$ cat config.mk
export PLATFORM = sky130hd
export DESIGN_NAME = act_pingpong_ctrl
export DESIGN_NICKNAME = d
export VERILOG_FILES = /design/src/rtl/act_buf_pkg.sv /design/src/rtl/act_bank_fsm.sv /design/src/rtl/act_pingpong_ctrl.sv
export SDC_FILE = /design/constraint.sdc
export NUM_CORES = 1
export LEC_CHECK = 0
export ABC_AREA = 0
export CORE_ASPECT_RATIO = 0.8
export CORE_MARGIN = 2
export CORE_UTILIZATION = 36
export CTS_BUF_LIST = sky130_fd_sc_hd__clkbuf_4 sky130_fd_sc_hd__clkbuf_8
export DETAILED_ROUTE_END_ITERATION = 7
export PLACE_DENSITY = 0.87
export SYNTH_ARGS = -nofsm -noshare
export SYNTH_HDL_FRONTEND = slang
export SYNTH_SLANG_ARGS = --single-unit
$ cat constraint.sdc
create_clock -name ap_clk -period 4.6 [get_ports ap_clk]
set_input_delay 0.69 -clock ap_clk [delete_from_list [all_inputs] [get_ports ap_clk]]
set_output_delay 0.69 -clock ap_clk [all_outputs]
set_load 0.1 [all_outputs]
$ cat src/rtl/act_buf_pkg.sv
// Shared types and defaults for the ping-pong activation buffer.
// Bank lifecycle: EMPTY -> FILLING -> FULL -> DRAINING -> EMPTY.
package act_buf_pkg;

  localparam int DEF_DWIDTH = 8;
  localparam int DEF_AWIDTH = 14;

  typedef enum logic [1:0] {
    BANK_EMPTY    = 2'd0,
    BANK_FILLING  = 2'd1,
    BANK_FULL     = 2'd2,
    BANK_DRAINING = 2'd3
  } bank_state_t;

endpackage

$ cat src/rtl/act_bank_fsm.sv
// Lifecycle tracker for one activation bank. The controller raises at most one
// meaningful request per bank per cycle; full wins over start so an empty frame can be synced.
module act_bank_fsm
  import act_buf_pkg::*;
(
  input  logic        ap_clk,
  input  logic        ap_rst,
  input  logic        start,
  input  logic        full,
  input  logic        take,
  input  logic        release_bank,
  output bank_state_t state
);

  always_ff @(posedge ap_clk) begin
    if (ap_rst) begin
      state <= BANK_EMPTY;
    end else begin
      unique case (state)
        BANK_EMPTY: begin
          if (full)       state <= BANK_FULL;
          else if (start) state <= BANK_FILLING;
        end
        BANK_FILLING:  if (full)         state <= BANK_FULL;
        BANK_FULL:     if (take)         state <= BANK_DRAINING;
        BANK_DRAINING: if (release_bank) state <= BANK_EMPTY;
        default:                         state <= BANK_EMPTY;
      endcase
    end
  end

endmodule

$ cat src/rtl/act_pingpong_ctrl.sv
// Ping-pong controller: routes the WriteAct port to bank[wp] and the PE read port
// to bank[rp], and runs the writer/PE frame handshakes between them.
module act_pingpong_ctrl
  import act_buf_pkg::*;
#(
  parameter int DWIDTH = DEF_DWIDTH,
  parameter int AWIDTH = DEF_AWIDTH
) (
  input  logic              ap_clk,
  input  logic              ap_rst,
  input  logic [AWIDTH-1:0] wr_address,
  input  logic              wr_ce,
  input  logic              wr_we,
  input  logic [DWIDTH-1:0] wr_d,
  input  logic              wr_sync_vld,
  output logic              wr_sync_ack,
  output logic              wr_ready,
  input  logic [AWIDTH-1:0] rd_address,
  input  logic              rd_ce,
  output logic [DWIDTH-1:0] rd_q,
  output logic              pe_sync_vld,
  input  logic              pe_sync_ack,
  input  logic              pe_done,
  output logic [AWIDTH-1:0] b0_addr0,
  output logic              b0_ce0,
  input  logic [DWIDTH-1:0] b0_q0,
  output logic [AWIDTH-1:0] b0_addr1,
  output logic              b0_ce1,
  output logic              b0_we1,
  output logic [DWIDTH-1:0] b0_d1,
  output logic [AWIDTH-1:0] b1_addr0,
  output logic              b1_ce0,
  input  logic [DWIDTH-1:0] b1_q0,
  output logic [AWIDTH-1:0] b1_addr1,
  output logic              b1_ce1,
  output logic              b1_we1,
  output logic [DWIDTH-1:0] b1_d1,
  output logic [15:0]       frame_cnt
);

  bank_state_t st0, st1, wr_state, rd_state;
  logic        wp, rp, ack_q, rd_sel, wr_overrun;
  logic [15:0] cnt_q;
  logic        wr_gate, start_ev, take_ev, rel_ev;

  assign wr_state = wp ? st1 : st0;
  assign rd_state = rp ? st1 : st0;

  assign wr_ready    = (wr_state == BANK_EMPTY) || (wr_state == BANK_FILLING);
  assign wr_gate     = wr_ce & wr_ready;
  assign start_ev    = wr_ce & (wr_state == BANK_EMPTY);
  assign pe_sync_vld = (rd_state == BANK_FULL);
  assign take_ev     = pe_sync_ack & pe_sync_vld;
  assign rel_ev      = pe_done & (rd_state == BANK_DRAINING);
  assign wr_sync_ack = ack_q;
  assign frame_cnt   = cnt_q;
  assign rd_q        = rd_sel ? b1_q0 : b0_q0;

  // The bank is marked FULL during the ack cycle itself, so pe_sync_vld follows one cycle later.
  act_bank_fsm u_bank0 (
    .ap_clk       (ap_clk),
    .ap_rst       (ap_rst),
    .start        (start_ev & ~wp),
    .full         (ack_q & ~wp),
    .take         (take_ev & ~rp),
    .release_bank (rel_ev & ~rp),
    .state        (st0)
  );

  act_bank_fsm u_bank1 (
    .ap_clk       (ap_clk),
    .ap_rst       (ap_rst),
    .start        (start_ev & wp),
    .full         (ack_q & wp),
    .take         (take_ev & rp),
    .release_bank (rel_ev & rp),
    .state        (st1)
  );

  always_comb begin
    b0_addr0 = rp ? '0 : rd_address;
    b0_ce0   = rd_ce & ~rp;
    b1_addr0 = rp ? rd_address : '0;
    b1_ce0   = rd_ce & rp;
    b0_addr1 = wp ? '0 : wr_address;
    b0_ce1   = wr_gate & ~wp;
    b0_we1   = wr_gate & wr_we & ~wp;
    b0_d1    = wp ? '0 : wr_d;
    b1_addr1 = wp ? wr_address : '0;
    b1_ce1   = wr_gate & wp;
    b1_we1   = wr_gate & wr_we & wp;
    b1_d1    = wp ? wr_d : '0;
  end

  // ack_q blocks a second ack while the writer is still holding vld in the ack cycle.
  always_ff @(posedge ap_clk) begin
    if (ap_rst) begin
      wp         <= 1'b0;
      rp         <= 1'b0;
      ack_q      <= 1'b0;
      rd_sel     <= 1'b0;
      cnt_q      <= 16'd0;
      wr_overrun <= 1'b0;
    end else begin
      ack_q      <= wr_sync_vld & ~ack_q & wr_ready;
      rd_sel     <= rp;
      wr_overrun <= wr_overrun | (wr_ce & ~wr_ready);
      if (ack_q) wp <= ~wp;
      if (rel_ev) begin
        rp    <= ~rp;
        cnt_q <= cnt_q + 16'd1;
      end
    end
  end

endmodule

Word-level counts from Yosys, hierarchy flattened --
Index checks and enable logic that the tools add are counted.
Word-level totals: output and inout port bits 105, logic and storage cells 76, register bits 24
Cells by class: mux-type cells 21, equality and inequality tests 17, reduce and logical (&&, ||, !) cells 6, $add $sub $neg 1, bitwise logic cells 24
Operators with widths (count):
- 14-bit two-way mux | 4
- 2-bit two-way mux | 12
- 8-bit two-way mux | 3
- 1-bit bitwise AND | 21
- 16-bit by 1-bit adder with 16-bit output (second input constant) | 1
- 2-bit case mux with 4 select lines | 2
- 2-bit == test (second input constant) | 6
- 2-bit by 1-bit != test with 1-bit output (second input constant) | 6
- 4-bit AND reduction | 2
- 2-bit by 1-bit == test with 1-bit output (second input constant) | 3
- 2-bit zero test | 3
- 3-bit by 1-bit != test with 1-bit output (second input constant) | 2
- 1-bit NOT | 3
- 1-bit logical OR | 1

Longest topological paths before layout --
depth in word-level cells 7, mapped depth 7, mapped depth without buffers 6

Modules after synthesis --
A second synthesis with hierarchy kept.
Unflattened totals: cells, all modules 244, area, all modules 1998.2 µm²
By module, submodules not included:
- act_pingpong_ctrl | instances 1, area each 1610.3 µm², cells each 202
- act_bank_fsm | instances 2, area each 193.9 µm², cells each 21

Worst setup path before layout --
Ideal clock, no wire load.
kind reg2out, start register wp, end output port b0_ce1, setup slack 1005 ps, data arrival time 2905 ps, required time 3910 ps, path buffers 3, cell stages (with the launch flop) 5, path through dfxtp_1 > buf_2 > clkbuf_1 > clkbuf_1 > nor3_1
Between the ends: longest elaborated chain between the ends 5, elaborated cells between the ends (all ways) 7, classes of those cells 1 x eq/ne; 1 x mux; 3 x bitwise; 2 x reduce/logical
Ends and longest elaborated chain:
- from (decl) | RTL line act_pingpong_ctrl.sv:42 | logic wp, rp, ack_q, rd_sel, wr_overrun;
- from (signal assigned) | RTL line act_pingpong_ctrl.sv:108 | if (ack_q) wp <= ~wp;
- 2-bit two-way mux | RTL line act_pingpong_ctrl.sv:46 | assign wr_state = wp ? st1 : st0;
- 2-bit by 1-bit == test with 1-bit output / 2-bit zero test (equally long branches) | RTL line act_pingpong_ctrl.sv:49 | assign wr_ready = (wr_state == BANK_EMPTY) || (wr_state == BANK_FILLING);
- 1-bit logical OR | RTL line act_pingpong_ctrl.sv:49
- 1-bit bitwise AND | RTL line act_pingpong_ctrl.sv:50 | assign wr_gate = wr_ce & wr_ready;
- 1-bit bitwise AND * | RTL line act_pingpong_ctrl.sv:86 | b0_ce1 = wr_gate & ~wp;
- to (decl) | RTL line act_pingpong_ctrl.sv:28 | output logic b0_ce1,
Every way passes the cells marked *; elsewhere a longest branch is shown, timed or not.

Worst setup path after layout --
start register rp, end output port pe_sync_vld
Between the ends: longest elaborated chain between the ends 2
Ends and longest elaborated chain:
- from (decl) | RTL line act_pingpong_ctrl.sv:42
- from (signal assigned) | RTL line act_pingpong_ctrl.sv:110 | rp <= ~rp;
- 2-bit two-way mux | RTL line act_pingpong_ctrl.sv:47 | assign rd_state = rp ? st1 : st0;
- 2-bit == test | RTL line act_pingpong_ctrl.sv:52 | assign pe_sync_vld = (rd_state == BANK_FULL);
- to (decl) | RTL line act_pingpong_ctrl.sv:21 | output logic pe_sync_vld,
No other way between the ends.

==> summary by stage <==
Synth
After synthesis the netlist holds a flip-flop and latch count of 24. After synthesis, the largest family of logic cells by area is simple AND/OR/NAND/NOR gates. Yosys attributes the largest share of cell area to sky130_fd_sc_hd__dfxtp_1 (24%), sky130_fd_sc_hd__and2_1 (12%), sky130_fd_sc_hd__nor2b_1 (11%). The total of warnings raised by yosys is 0. In this run, distinct cell masters in the synthesized netlist total 43.

The top cell type by area accounts for 23.8% of the synthesized area. The post-synthesis simple-gate area fraction is 41.1%. Among all cell types in the netlist, the one instantiated most often is sky130_fd_sc_hd__and2_1. The netlist area before placement is 2020 sq um. When the netlist entered floorplanning its net count stood at 321. The mean area per synthesized cell is 8.07 sq um. After synthesis, the most frequently instantiated cells are sky130_fd_sc_hd__and2_1 (38), sky130_fd_sc_hd__nor2b_1 (36), sky130_fd_sc_hd__dfxtp_1 (24), sky130_fd_sc_hd__nor2_1 (14).

After Yosys synthesis, XOR and XNOR cells account for 3.04% of the synthesized area. The count of mapped cells out of synthesis is 250. The multiplexer share of the synthesized area is 5.46%. The synthesized netlist devotes 13.9% of its cell area to compound gates. The cell type contributing the most total cell area after synthesis is sky130_fd_sc_hd__dfxtp_1.

Of the total synthesized cell area, the portion taken by full adders, half adders and majority gates is 6.82%. Among all flip-flop cells after synthesis, the most frequent one is sky130_fd_sc_hd__dfxtp_1. The sequential-to-total area share from yosys stat is 23.8%. The fraction of synthesis flops using an asynchronous set or reset pin is 0%.

The number of enable flip-flop cells after synthesis is 0.

Detailed routing
The detailed-route wire length per cell is 14.4 um. The count of nets left with antenna violations once routing finished came out at 0. The final layout contains routed wiring with a total length of 6930 um. The routed length on met1 is 2480 um. After detailed routing, no signal wire sits above met4.

After detailed routing, the met2 layer carries 3660 um of wire. The detailed router's first-iteration violation count is 128. Detailed routing inserted a total of 2,337 vias. The number of remaining DRC errors is 0. The via density per instance is 4.87. Summed over all nets, wire length on met3 after detailed routing comes to 625 um. The iteration count of the initial detailed-routing pass is 4.

Clock tree
The clock passes through at most 2 buffers. The number of buffers added by the clock tree synthesis step is 3. The sink count of the clock tree is 24. The source-to-sink clock delay at the later pin of the worst-skew pair is 270 ps. The clock transition at the register clock pins on the worst setup and hold paths after CTS is 80 ps. The clock tree from TritonCTS is yes. After clock tree synthesis, the flow added hold-fix buffers numbering 0. The tree is rooted in a sky130_fd_sc_hd__clkbuf_8. Once the clock tree was built, the setup fixing pass inserted 0 buffers. CTS built an H-tree with a depth of 1. The number of instances resized during post-cts repair is 0.

Final layout
The finished cells cover 3730 sq um. The filler cell count in the final layout is 456. The repair_antennas step left the layout with diodes totalling 0. Of the cells placed in the final design, the portion with a size suffix greater than 1 is 6.47%.

In the final layout, the multi-input gates occupy 1420 sq um. Across the whole layout, storage elements account for 480 sq um. The net count of the finished layout is 474.

From synthesis to final layout, the design area changed by 85.0%.

Floorplan
The overall die area is 6220 sq um. The number of cell rows is 24. The placeable core region is 5440 sq um. In this run the count of I/O pins placed on the die edge is 165. The vertical die dimension is 71.0 um. The starting density of the core is 37.1%. The floorplan step set the die width to 87.7 um.

Global routing
The maximum number of pins on one net before global-route repair is 41. The first global-routing pass estimated 10,800 um of wire. The overall overflow remaining after global route is 0. The via count of the first global-routing pass is 2,207. In the global route stage, overall resource usage came out at 21.8%. The initial antenna violation count is 0.

Place
Once placement finished, the instance area stood at 3680 sq um. During placement, the flow inserted port buffers numbering 164. Detailed placement finished with a half-perimeter wire length of 5710 um. The final weighted congestion of routability-driven global placement is 0.883.

Critical path
Of all nets on the critical path, the largest fanout is 40. The nature of the critical path endpoint is an output pin. The logic depth of the worst register-to-register path is 5.

The type of the worst setup path is flip-flop to output pin. The worst path arrival time is 2750 ps. In this run the worst setup path begins at rp. The type of origin of the critical path is a flip-flop.

In this run the critical register-to-register path is launched from wp. At the worst endpoint, the required time is 3910 ps.

Timing
The hold violation total from the final report came to 0. The fraction of the cycle the final worst path needs is 74.7%. The relative slew slack is 30.0%. For the pin with the worst max-slew slack, the measured transition is 1050 ps. Setup repair after global routing left no endpoint under its margin. The total setup violations reported at the end of the flow is 0. Clock skew on the completed layout was measured at 3.62 ps. The count of final max-slew check failures is 0. The routed design could run at a clock period as short as 3440 ps.

After routing, the total negative slack on setup checks comes to 0 ps. Timing would allow up to 291 MHz.

Hold path
The min-delay analysis places its worst path in the category flip-flop to flip-flop. The worst hold path was traced through 2 stages. The worst min-delay path startpoint is frame_cnt[15].

Status
The flow ran to the end, and the final reports show no timing, DRC or antenna violations.

Job
The number of max-capacitance violations reported is 0.

Pwr
The maximum vdd ir drop is 0.263 mV. The leakage component of the power is 1.39 nW. In this run the power density over the cells is 370 nW/um^2.
## metal layers
layer | track usage (%) | vias up
li1 | - | 1170
met1 | 22.7 | 1043
met2 | 41.2 | 112
met3 | 7.00 | 12
met4 | 6.15 | 0
met5 | 0 | -
## power breakdown
| part | internal, mW | switching (mW) | total (mW) |
|---|---|---|---|
| registers | 0.225 | 0.0572 | 0.282 |
| logic | 0.262 | 0.698 | 0.960 |
| clock network | 0.0764 | 0.0641 | 0.141 |
## final cells by class
cell class,count,share of cell area [%]
Timing Repair Buffer,166,44.3
Multi-Input combinational cell,201,38.0
Sequential cell,24,12.9
Tap cell,78,2.61
Clock buffer,4,1.47
Inverter,7,0.704
## final timing paths
path                 endpoint  slack (ps)
min reg2reg     frame_cnt[15]         500
max reg2reg  u_bank1.state[1]        2220
min             frame_cnt[15]         500
max               pe_sync_vld        1160
## cell families after synthesis
logic type / after synthesis
XOR/XNOR: 7
AND/OR/NAND/NOR: 134
adder cells (fa/ha/maj): 11
AO/OA/AOI/OAI: 39
flip-flops: 24
buffers and inverters: 25
multiplexers: 10
## cells in the final DEF, fill, tap and decap left out, types with 2 or more instances in the layout
cell type / n
sky130_fd_sc_hd__xor2_1: 5
sky130_fd_sc_hd__nand2b_1: 2
sky130_fd_sc_hd__o211ai_1: 3
sky130_fd_sc_hd__nor3_1: 2
sky130_fd_sc_hd__nor2_1: 14
sky130_fd_sc_hd__o21ai_0: 9
sky130_fd_sc_hd__a211o_2: 2
sky130_fd_sc_hd__mux2i_1: 2
sky130_fd_sc_hd__nand4_1: 2
sky130_fd_sc_hd__or3_1: 8
sky130_fd_sc_hd__and3_1: 3
sky130_fd_sc_hd__clkbuf_8: 4
sky130_fd_sc_hd__ha_1: 11
sky130_fd_sc_hd__buf_4: 3
sky130_fd_sc_hd__dfxtp_1: 24
sky130_fd_sc_hd__clkdlybuf4s50_1: 163
sky130_fd_sc_hd__and2_1: 38
sky130_fd_sc_hd__nand2_1: 8
sky130_fd_sc_hd__nand3_1: 8
sky130_fd_sc_hd__xnor2_1: 2
sky130_fd_sc_hd__a31oi_1: 2
sky130_fd_sc_hd__and4_1: 2
sky130_fd_sc_hd__a311oi_1: 4
sky130_fd_sc_hd__a21oi_1: 12
sky130_fd_sc_hd__inv_1: 7
sky130_fd_sc_hd__a222oi_1: 2
sky130_fd_sc_hd__nor2b_1: 36
sky130_fd_sc_hd__and2b_2: 4
sky130_fd_sc_hd__mux2_2: 8
## registers in the layout, indices dropped and copies added (netlist names)
register       cells
frame_cnt         16
u_bank0.state      2
u_bank1.state      2
rd_sel             1
rp                 1
wp                 1
wr_sync_ack        1
## worst max-delay path, cell delays in order (launching register included)
cell	delay, ps
sky130_fd_sc_hd__dfxtp_1	1000
sky130_fd_sc_hd__nand3_1	150
sky130_fd_sc_hd__o31ai_1	130
sky130_fd_sc_hd__clkdlybuf4s50_1	1190
## metrics by stage
step	setup slack (ps)	utilization [%]	cells	hold WS (ps)	power [mW]
3_3_place_gp	1360	67.7	476	466	1.23
3_5_place_dp	1320	67.7	476	489	1.25
5_1_grt	981	68.7	480	529	1.45
6_report	1160	68.7	480	497	1.38
2_1_floorplan	1000	-	250	579	1.01
4_1_cts	1140	68.7	480	501	1.39
Note: power is estimated with default switching activity, not from simulation.
